--- config.mk ---
export PLATFORM = sky130hd
export DESIGN_NAME = rng_burst_arbiter_flat
export DESIGN_NICKNAME = d
export VERILOG_FILES = /design/src/rtl/rng_burst_arbiter_if.sv /design/src/rtl/rng_burst_arbiter.sv /design/src/flat_wrapper.sv
export SDC_FILE = /design/constraint.sdc
export NUM_CORES = 1
export LEC_CHECK = 0
export CAP_MARGIN = 20
export CORE_ASPECT_RATIO = 0.7
export CORE_MARGIN = 2
export CORE_UTILIZATION = 42
export DETAILED_ROUTE_END_ITERATION = 6
export HOLD_SLACK_MARGIN = 0.03
export PLACE_DENSITY = 0.8
export SETUP_SLACK_MARGIN = 0.02
export SYNTH_ARGS = -nofsm -noshare
export SYNTH_HDL_FRONTEND = slang
export SYNTH_SLANG_ARGS = --single-unit
--- constraint.sdc ---
create_clock -name clk -period 3.8 [get_ports clk]
set_input_delay 0.95 -clock clk [delete_from_list [all_inputs] [get_ports clk]]
set_output_delay 0.95 -clock clk [all_outputs]
set_load 0.01 [all_outputs]
--- src/rtl/rng_burst_arbiter_if.sv ---
// Bundle of request, grant and output-stream signals for rng_burst_arbiter.
// slave: the arbiter's view. master: the requesters' and the sink's view.
interface rng_burst_arbiter_if #(
  parameter int NUM_REQ = 4,
  parameter int LEN_W   = 8,
  parameter int ID_W    = $clog2(NUM_REQ)
);
  logic [NUM_REQ-1:0]       req_valid;
  logic [32*NUM_REQ-1:0]    req_seed;
  logic [LEN_W*NUM_REQ-1:0] req_len;
  logic [NUM_REQ-1:0]       req_ready;
  logic                     out_valid;
  logic [31:0]              out_data;
  logic [ID_W-1:0]          out_id;
  logic                     out_last;
  logic                     out_ready;
  logic                     busy;

  modport slave (
    input  req_valid, req_seed, req_len, out_ready,
    output req_ready, out_valid, out_data, out_id, out_last, busy
  );

  modport master (
    output req_valid, req_seed, req_len, out_ready,
    input  req_ready, out_valid, out_data, out_id, out_last, busy
  );
endinterface

--- src/rtl/rng_burst_arbiter.sv ---
// Round-robin arbiter that shares one xorshift32 generator between requesters
// and streams each granted burst of random words on a ready/valid output.
module rng_burst_arbiter #(
  parameter int NUM_REQ = 4,
  parameter int LEN_W   = 8,
  parameter int ID_W    = $clog2(NUM_REQ)
) (
  input logic                clk,
  input logic                rst,
  rng_burst_arbiter_if.slave bus
);

  typedef enum logic [0:0] {IDLE = 1'b0, RUN = 1'b1} state_e;

  state_e             state_q, state_d;
  logic [ID_W-1:0]    rr_q, rr_d;
  logic [ID_W-1:0]    gnt_q, gnt_d;
  logic [LEN_W-1:0]   cnt_q, cnt_d;
  logic [31:0]        x_q, x_d;

  logic               found_s;
  logic [ID_W-1:0]    pick_s;
  logic [ID_W-1:0]    idx_s;
  logic [31:0]        seed_s;
  logic [LEN_W-1:0]   len_s;
  logic [NUM_REQ-1:0] ready_s;
  logic               hs_s;

  function automatic logic [31:0] xorshift32(input logic [31:0] v);
    logic [31:0] t1;
    logic [31:0] t2;
    t1 = v ^ (v << 13);
    t2 = t1 ^ (t1 >> 17);
    return t2 ^ (t2 << 5);
  endfunction

  // Cyclic search for the first valid requester at or after rr_q.
  always_comb begin
    found_s = 1'b0;
    pick_s  = '0;
    idx_s   = '0;
    for (int i = 0; i < NUM_REQ; i++) begin
      idx_s = ID_W'((int'(rr_q) + i) % NUM_REQ);
      if (!found_s && bus.req_valid[idx_s]) begin
        found_s = 1'b1;
        pick_s  = idx_s;
      end else begin
        found_s = found_s;
      end
    end
  end

  assign seed_s = bus.req_seed[32*pick_s +: 32];
  assign len_s  = bus.req_len[LEN_W*pick_s +: LEN_W];
  assign hs_s   = (state_q == RUN) && bus.out_ready;

  // Next-state logic for the IDLE/RUN controller and its datapath registers.
  always_comb begin
    state_d = state_q;
    rr_d    = rr_q;
    gnt_d   = gnt_q;
    cnt_d   = cnt_q;
    x_d     = x_q;
    ready_s = '0;
    case (state_q)
      IDLE: begin
        if (found_s) begin
          ready_s = NUM_REQ'(1) << pick_s;
          // All-zero is a fixed point of xorshift, so a zero seed becomes 1.
          x_d     = xorshift32((seed_s == 32'h0000_0000) ? 32'h0000_0001 : seed_s);
          cnt_d   = len_s;
          gnt_d   = pick_s;
          state_d = RUN;
        end else begin
          state_d = IDLE;
        end
      end
      RUN: begin
        if (hs_s) begin
          if (cnt_q != '0) begin
            x_d   = xorshift32(x_q);
            cnt_d = cnt_q - LEN_W'(1);
          end else begin
            state_d = IDLE;
            rr_d    = (gnt_q == ID_W'(NUM_REQ - 1)) ? '0 : gnt_q + ID_W'(1);
          end
        end else begin
          state_d = RUN;
        end
      end
      default: begin
        state_d = IDLE;
      end
    endcase
  end

  // State and datapath registers with synchronous reset.
  always_ff @(posedge clk) begin
    if (rst) begin
      state_q <= IDLE;
      rr_q    <= '0;
      gnt_q   <= '0;
      cnt_q   <= '0;
      x_q     <= 32'h0000_0000;
    end else begin
      state_q <= state_d;
      rr_q    <= rr_d;
      gnt_q   <= gnt_d;
      cnt_q   <= cnt_d;
      x_q     <= x_d;
    end
  end

  assign bus.req_ready = ready_s;
  assign bus.out_valid = (state_q == RUN);
  assign bus.busy      = (state_q == RUN);
  assign bus.out_data  = x_q;
  assign bus.out_id    = gnt_q;
  assign bus.out_last  = (state_q == RUN) && (cnt_q == '0);

endmodule

--- src/flat_wrapper.sv ---
// flat-port wrapper written by rule: the top's interface ports become plain ports
module rng_burst_arbiter_flat 
#(
  parameter int NUM_REQ = 4,
  parameter int LEN_W   = 8,
  parameter int ID_W    = $clog2(NUM_REQ)
)
  (clk, rst, bus_req_valid, bus_req_seed, bus_req_len, bus_out_ready, bus_req_ready, bus_out_valid, bus_out_data, bus_out_id, bus_out_last, bus_busy);
  rng_burst_arbiter_if #(.NUM_REQ(NUM_REQ), .LEN_W(LEN_W), .ID_W(ID_W)) bus_i ();
  input logic clk;
  input logic rst;
  input wire logic [$bits(bus_i.req_valid)-1:0] bus_req_valid;
  input wire logic [$bits(bus_i.req_seed)-1:0] bus_req_seed;
  input wire logic [$bits(bus_i.req_len)-1:0] bus_req_len;
  input wire logic [$bits(bus_i.out_ready)-1:0] bus_out_ready;
  output wire logic [$bits(bus_i.req_ready)-1:0] bus_req_ready;
  output wire logic [$bits(bus_i.out_valid)-1:0] bus_out_valid;
  output wire logic [$bits(bus_i.out_data)-1:0] bus_out_data;
  output wire logic [$bits(bus_i.out_id)-1:0] bus_out_id;
  output wire logic [$bits(bus_i.out_last)-1:0] bus_out_last;
  output wire logic [$bits(bus_i.busy)-1:0] bus_busy;
  assign bus_i.req_valid = bus_req_valid;
  assign bus_i.req_seed = bus_req_seed;
  assign bus_i.req_len = bus_req_len;
  assign bus_i.out_ready = bus_out_ready;
  assign bus_req_ready = bus_i.req_ready;
  assign bus_out_valid = bus_i.out_valid;
  assign bus_out_data = bus_i.out_data;
  assign bus_out_id = bus_i.out_id;
  assign bus_out_last = bus_i.out_last;
  assign bus_busy = bus_i.busy;
  rng_burst_arbiter #(.NUM_REQ(NUM_REQ), .LEN_W(LEN_W), .ID_W(ID_W)) u_core (.clk(clk), .rst(rst), .bus(bus_i));
endmodule
==> metrics.sh, run 1 <==
SYNTHCELLS=757
WORST-R2R-CELL-COUNT=14
FINAL_LAYOUT_SIZE_SUFFIX_GT1_SHARE_PCT=25.67
GP_CONGESTION=0.9907
FINAL_MAX_SLEW_VIOL_COUNT=0
SETUP_VIOLATIONS=15
CORE_REGION_AREA_SQ_UM=13090
SLEW_HEADROOM_PCT=45.61
INITIAL_UTIL_PCT=42.71
DETAIL_ROUTE.DRC_VIOLATIONS=0
WORST-ENDPOINT-ARRIVAL_NS=4.01
TIMING_WORST_SETUP_PATH_TYPE='primary input to register'
SYNTH-SEQ-AREA-SHARE_PCT=16.11
GRT_MAX_DEGREE=55
WORST_SKEW_PAIR.LATE_LATENCY_NS=0.29
POWER_DENSITY_nW_PER_UM2=467.9
FIN_CRIT_SH_PCT=101.3
WORST_SETUP_PATH_END_KIND='register'
TIMING.CRITICAL_PATH.FROM='bus_req_valid[2]'
FINALCRITICALPERIOD_NS=3.850
DIE-HEIGHT_UM=100.6
CTS_BUFFERS=5
HPWL_UM=17290
PRECTSSETUPSLACK_NS=-0.7940
CTSHOLDBUFFERS=0
DETAIL_ROUTE.ITER0.VIOLATIONS=766
FMAXACHIEVABLE_MHz=259.7
CLK_ROOT_BUFFER_CELL='clkbuf_16'
POSTSYNTHAREAPERCELL_SQ_UM=7.388
FINAL_UTIL_PCT=73.47
ANTENNA_CELL_COUNT=0
WORST_IR_DROP_VDD_uV=300.6
WIRELENGTH_UM=25390
FAILED_CHECKS='setup timing'
NUMCLOCKSINKS=45
LEAKAGE_nW=3.798
FINAL.SETUP_SKEW_NS=0.003547
FINAL_CELL_MIX='clkdlybuf4s50_1, buf_4, nand2_1'
POWER_mW=4.502
CRIT_PATH_MAX_FANOUT=12
IO_BUFFER_COUNT=207
MAXCAPVIOLCOUNT=0
SYNTH_ENABLE_FLOP_CELLS=0
SYNTH_FLOP_CELL='dfxtp_1'
MIN_PATH_TYPE='register to register'
TRITONCTS_CLOCK_TREE='yes'
DRT-VIAS-PER-INSTANCE=6.189
IOPINCOUNT=208
ANTENNA_FOUND_INITIAL=0
PLACEMENT_ROWS=35
HP-START='u_core.cnt_q[1]'
FINAL_CRITICAL_PATH_SETUP_SLACK_NS=-0.05024
NET_COUNT_REPORTED_AT_FINISH=1217
GLOBALROUTETOTALUTIL_PCT=34.16
CTS.HTREE.LEVELS=2
DETAILED_ROUTING_ITERATIONS_PASS_1=5
YS_ASYNC_SR_FRACTION_PCT=0
ANT_NETS=0
POST_SYN_NETS=926
DIE_AREA_SQ_UM=14270
WORST-R2R-SETUP-SLACK_NS=0.22
N_FILL_CELL=955
SYNTH-SEQ-CELLS=45
WORST_R2R_STARTPOINT='u_core.rr_q[1]'
TIMING.CRITICAL_PATH.REQUIRED_NS=3.96
FIRST_GLOBAL_VIAS=7024
TIGHTEST_SLEW_NS=0.8101
GRT_PASS1_WL_UM=38280
RSZ_0062_RAISED_AFTER_GLOBAL_ROUTING='yes'
CRIT_PATH_START_KIND='primary input'
LAYOUT.CELLS.MOST_COMMON='clkdlybuf4s50_1'
TIMING.CRITICAL_PATH.TO='u_core.bus.out_data[31]'
CRITICAL_PATH.REG2REG.ENDPOINT='u_core.bus.out_data[31]'
YOSYS_WARNINGS=0
YOSYS.CELL_TYPES.COUNT=59
WIRE_PER_INST_UM=20.92
ROUTED-VIA-COUNT=7514
CLK_PATH_BUF_DEPTH=2
GRT-OVFL-TOTAL=0
OUTCOME='complete, but fails checks'
SYNTHESIS.AREA_SQ_UM=5593
FINAL-HOLD-VIOLATION-COUNT=0
CTS_CLOCK_PIN_SLEW_FOR_THE_WORST_SETUP_AND_HOLD_PATHS_NS=0.06
CHIPWIDTH_UM=141.9
AREA_GROWTH_PCT=72.01
[cell families after synthesis]
| family | count (synthesis) | synth area share, % |
|---|---|---|
| buf+inv | 83 | 6.353 |
| fa+ha+maj | 2 | 0.4474 |
| xor+xnor | 121 | 19.60 |
| flops | 45 | 16.11 |
| mux | 7 | 1.253 |
| simple gates | 304 | 27.31 |
| compound gates | 195 | 28.93 |
[timing repair]
action	in CTS	in global routing
setup endpoints to repair	36	27
resized for setup	95	30
gates cloned	7	1
pin swaps	22	17
buffers inserted	17	4
[layout make-up]
class	instances	area (sq um)	share of cell area [%]
clock buffer	7	142.6	1.483
inverter	4	15.01	0.1561
multi-input combinational	629	4780	49.68
sequential	45	902.1	9.377
tap	166	207.7	2.159
timing repair buffer	363	3573	37.14
[state kept, by name (all words and copies together), names as in the netlist]
| signal | cells |
|---|---|
| u_core.cnt_q | 8 |
| u_core.bus.out_data | 32 |
| u_core.bus.busy | 1 |
| u_core.bus.out_id | 2 |
| u_core.rr_q | 2 |
[critical path, stage by stage]
cell,delay [ns]
buf_8,0.10
nor2b_4,0.12
or4_4,0.52
buf_8,0.16
buf_4,0.14
bufbuf_16,0.28
nand3_1,0.10
a32oi_1,0.14
or4_4,0.53
o41ai_4,0.40
buf_6,0.19
buf_12,0.14
o221a_1,0.20
nor3_1,0.05
[synth_stat cells, types with 5 or more instances]
| master | number | area share (%) |
|---|---|---|
| nand2_1 | 98 | 6.6 |
| xnor2_1 | 74 | 12 |
| nand3_1 | 57 | 5.1 |
| clkbuf_1 | 52 | 3.5 |
| dfxtp_1 | 45 | 16 |
| xor2_1 | 44 | 6.9 |
| nor2_1 | 37 | 2.5 |
| a21oi_1 | 34 | 3.0 |
| nor4_1 | 34 | 3.8 |
| nor3b_1 | 28 | 3.8 |
| a221oi_1 | 27 | 4.2 |
| a32oi_1 | 27 | 4.2 |
| a21bo_2 | 18 | 3.2 |
| buf_2 | 14 | 1.3 |
| nor3_1 | 14 | 1.3 |
| a211oi_1 | 12 | 1.6 |
| o21ai_0 | 11 | 0.98 |
| and3_1 | 9 | 1.0 |
| buf_1 | 9 | 0.60 |
| o211a_1 | 9 | 1.6 |
| a21bo_1 | 8 | 1.4 |
| mux2i_1 | 7 | 1.3 |
| o221ai_2 | 7 | 1.9 |
| nand2b_1 | 6 | 0.67 |
| o221a_1 | 6 | 1.2 |
| a31oi_1 | 5 | 0.56 |
| o22ai_1 | 5 | 0.56 |
| or3_1 | 5 | 0.56 |
[how the worst min path moves through the flow]
stage                       to  slack, ns  cells past startpoint
3_5_place_dp   u_core.cnt_q[1]       0.48                      2
6_report       u_core.cnt_q[1]       0.49                      2
3_3_place_gp   u_core.cnt_q[1]       0.47                      2
5_1_grt        u_core.cnt_q[1]       0.52                      2
4_1_cts        u_core.cnt_q[1]       0.49                      2
2_1_floorplan  u_core.cnt_q[1]       0.45                      2
[power by group]
group | internal, mW | leakage [nW] | total (mW) | switching [mW]
clock | 0.259 | 0.0700 | 0.443 | 0.184
combinational | 1.68 | 3.35 | 3.25 | 1.57
sequential | 0.607 | 0.374 | 0.811 | 0.203
[routing by layer]
| metal | track usage [%] | routed length [um] | up-vias |
|---|---|---|---|
| met3 | 7.981 | 2933 | 89 |
| met1 | 47.31 | 10570 | 3510 |
| met2 | 53.92 | 11120 | 524 |
| met4 | 8.385 | 773 | 0 |
| met5 | 0 | 0 | - |
| li1 | - | - | 3391 |
[stage by stage]
stage / cell area, sq um / instances / setup TNS [ns] / hold slack [ns]
final: 9620 / 1214 / -0.3793 / 0.4888
after global routing: 9620 / 1214 / -1.723 / 0.5246
after CTS: 9442 / 1210 / 0 / 0.4883
after detailed placement: 8625 / 1180 / -24.77 / 0.4791
after global placement: 8625 / 1180 / -23.26 / 0.4734
after floorplan: 5593 / 757 / 0 / 0.4542
(Power assumes the default switching activity.)
==> inputs of run 2 (changes only) <==
Settings changed: MAX_ROUTING_LAYER from default to met4.
==> metrics.sh, run 2 (synthesis gave the netlist of run 1 again) <==
OUTCOME='complete, but fails checks'
FAILED_CHECKS='setup timing'
FINALCRITICALPERIOD_NS=3.863
WORST-R2R-SETUP-SLACK_NS=0.30
NUMCLOCKSINKS=45
POWER_DENSITY_nW_PER_UM2=476.4
WORST_IR_DROP_VDD_uV=276.7
DIE-HEIGHT_UM=100.6
CTS_BUFFERS=5
NET_COUNT_REPORTED_AT_FINISH=1213
FINAL_CELL_MIX='clkdlybuf4s50_1, buf_4, nand2_1'
ANTENNA_FOUND_INITIAL=0
DETAIL_ROUTE.DRC_VIOLATIONS=0
N_FILL_CELL=957
WORST-ENDPOINT-ARRIVAL_NS=4.03
FIN_CRIT_SH_PCT=101.7
CTS.HTREE.LEVELS=2
WORST_SKEW_PAIR.LATE_LATENCY_NS=0.29
ANTENNA_CELL_COUNT=0
DIE_AREA_SQ_UM=14270
HOLD_WS_NS=0.4950
FINAL-HOLD-VIOLATION-COUNT=0
GLOBALROUTETOTALUTIL_PCT=34.93
FINAL.SETUP_SKEW_NS=0.006086
PLACEMENT_ROWS=35
FINAL_LAYOUT_SIZE_SUFFIX_GT1_SHARE_PCT=24.31
DRT-VIAS-PER-INSTANCE=6.045
GP_CONGESTION=0.9736
SETUP_TNS_NS=-0.3600
HPWL_UM=17530
FINAL_MAX_SLEW_VIOL_COUNT=0
GRT_PASS1_WL_UM=38180
GRT_MAX_DEGREE=55
RSZ_0062_RAISED_AFTER_GLOBAL_ROUTING='yes'
MAXCAPVIOLCOUNT=0
LARGEST_REGISTER_FFS=32
WIRELENGTH_UM=24620
MIN_PATH_TYPE='register to register'
WORST-R2R-CELL-COUNT=14
CRIT_PATH_MAX_FANOUT=28
TIMING.CRITICAL_PATH.REQUIRED_NS=3.97
SETUP_VIOLATIONS=12
FMAXACHIEVABLE_MHz=258.9
CLK_ROOT_BUFFER_CELL='clkbuf_16'
ROUTED-VIA-COUNT=7321
CHIPWIDTH_UM=141.9
WORST_SETUP_PATH_END_KIND='register'
CRIT_PATH_START_KIND='primary input'
DETAILED_ROUTING_ITERATIONS_PASS_1=7
TIMING.HOLD.WORST_PATH_DEPTH=2
TIGHTEST_SLEW_NS=0.7447
CTS_CLOCK_PIN_SLEW_FOR_THE_WORST_SETUP_AND_HOLD_PATHS_NS=0.06
GRT-OVFL-TOTAL=0
ANT_NETS=0
IO_BUFFER_COUNT=207
FINAL_CRITICAL_PATH_SETUP_SLACK_NS=-0.06272
CLK_PATH_BUF_DEPTH=2
LAYOUT.CELLS.MOST_COMMON='clkdlybuf4s50_1'
TRITONCTS_CLOCK_TREE='yes'
WIRE_PER_INST_UM=20.33
FIRST_GLOBAL_VIAS=7155
CORE_REGION_AREA_SQ_UM=13090
INITIAL_UTIL_PCT=42.71
AREA_GROWTH_PCT=69.98
LEAKAGE_nW=3.752
TIMING_WORST_SETUP_PATH_TYPE='primary input to register'
IOPINCOUNT=208
SLEW_HEADROOM_PCT=50.18
DETAIL_ROUTE.ITER0.VIOLATIONS=582
## run 2: cell types whose count changed in the layout (fill, tap and decap cells not counted), sizes merged
cell	previous run	this run
buf	156	155
clkdlybuf4s15	1	0
clkinv	0	1
clkbuf	8	7
dlygate4sd2	3	4
bufbuf	3	1
## run 2: path summary, 6_finish.rpt
check,startpoint,endpoint
setup reg to reg,u_core.rr_q[0],u_core.bus.out_data[12]
hold reg to reg,u_core.cnt_q[3],u_core.cnt_q[3]
hold / removal,u_core.cnt_q[3],u_core.cnt_q[3]
setup / recovery,bus_req_valid[2],u_core.bus.out_data[12]
## run 2: routing by layer
layer	track usage [%]	share of wire, %
met5	-	0
met4	8.308	1.7
met3	8.314	10
met2	54.33	45
met1	46.11	43
## run 2: layout make-up
| type | count | area [sq um] | share of cell area [%] |
|---|---|---|---|
| clock buffers | 7 | 152.6 | 1.606 |
| multi-input cells | 629 | 4760 | 50.07 |
| inverters | 4 | 15.01 | 0.1579 |
| repair buffers | 359 | 3465 | 36.44 |
| well taps | 166 | 207.7 | 2.185 |
| clock inverters | 1 | 5.005 | 0.05265 |
| flip-flops and latches | 45 | 902.1 | 9.489 |
## run 2: per-stage QoR
stage	setup slack (ns)	instances	cell area [sq um]	util (%)	total power [mW]
floorplan	0.05099	757	5593	-	2.631
finish	-0.06272	1211	9507	72.60	4.529
detailed placement	-0.7844	1181	8594	65.64	3.732
CTS	0.03411	1207	9266	70.77	4.325
global placement	-0.7954	1181	8594	65.64	3.658
global route	-0.1422	1211	9507	72.60	4.791
## run 2: worst max-delay path: stages
cell and delay (ns):
buf_6 0.10, nor2b_4 0.12, or4b_4 0.65, buf_12 0.20, buf_12 0.16, nand3_2 0.08
a32oi_2 0.15, nor4_2 0.34, nand4_1 0.29, o41ai_4 0.30, buf_6 0.19, buf_6 0.14
buf_16 0.13, o221a_1 0.17, nor3_1 0.04
## run 2: repair_timing
| action | in CTS | in global routing |
|---|---|---|
| setup endpoints to repair | 39 | 27 |
| hold endpoints to repair | 0 | 0 |
| hold buffers | 0 | 0 |
| pin swaps | 13 | 20 |
| buffers inserted | 11 | 5 |
| resized for setup | 81 | 32 |
| gates cloned | 7 | 0 |
## run 2: report_power, final
part	internal, mW	leakage (nW)	total (mW)	switching, mW
Sequential	0.607	0.374	0.809	0.202
Clock	0.279	0.0799	0.474	0.195
Combinational	1.66	3.30	3.25	1.59
==> inputs of run 3 (changes only) <==
Settings changed: ABC_CLOCK_PERIOD_IN_PS from default to 3800.
==> results of run 3 <==
No change in the layout: final DEF, timing and power equal those of run 2.
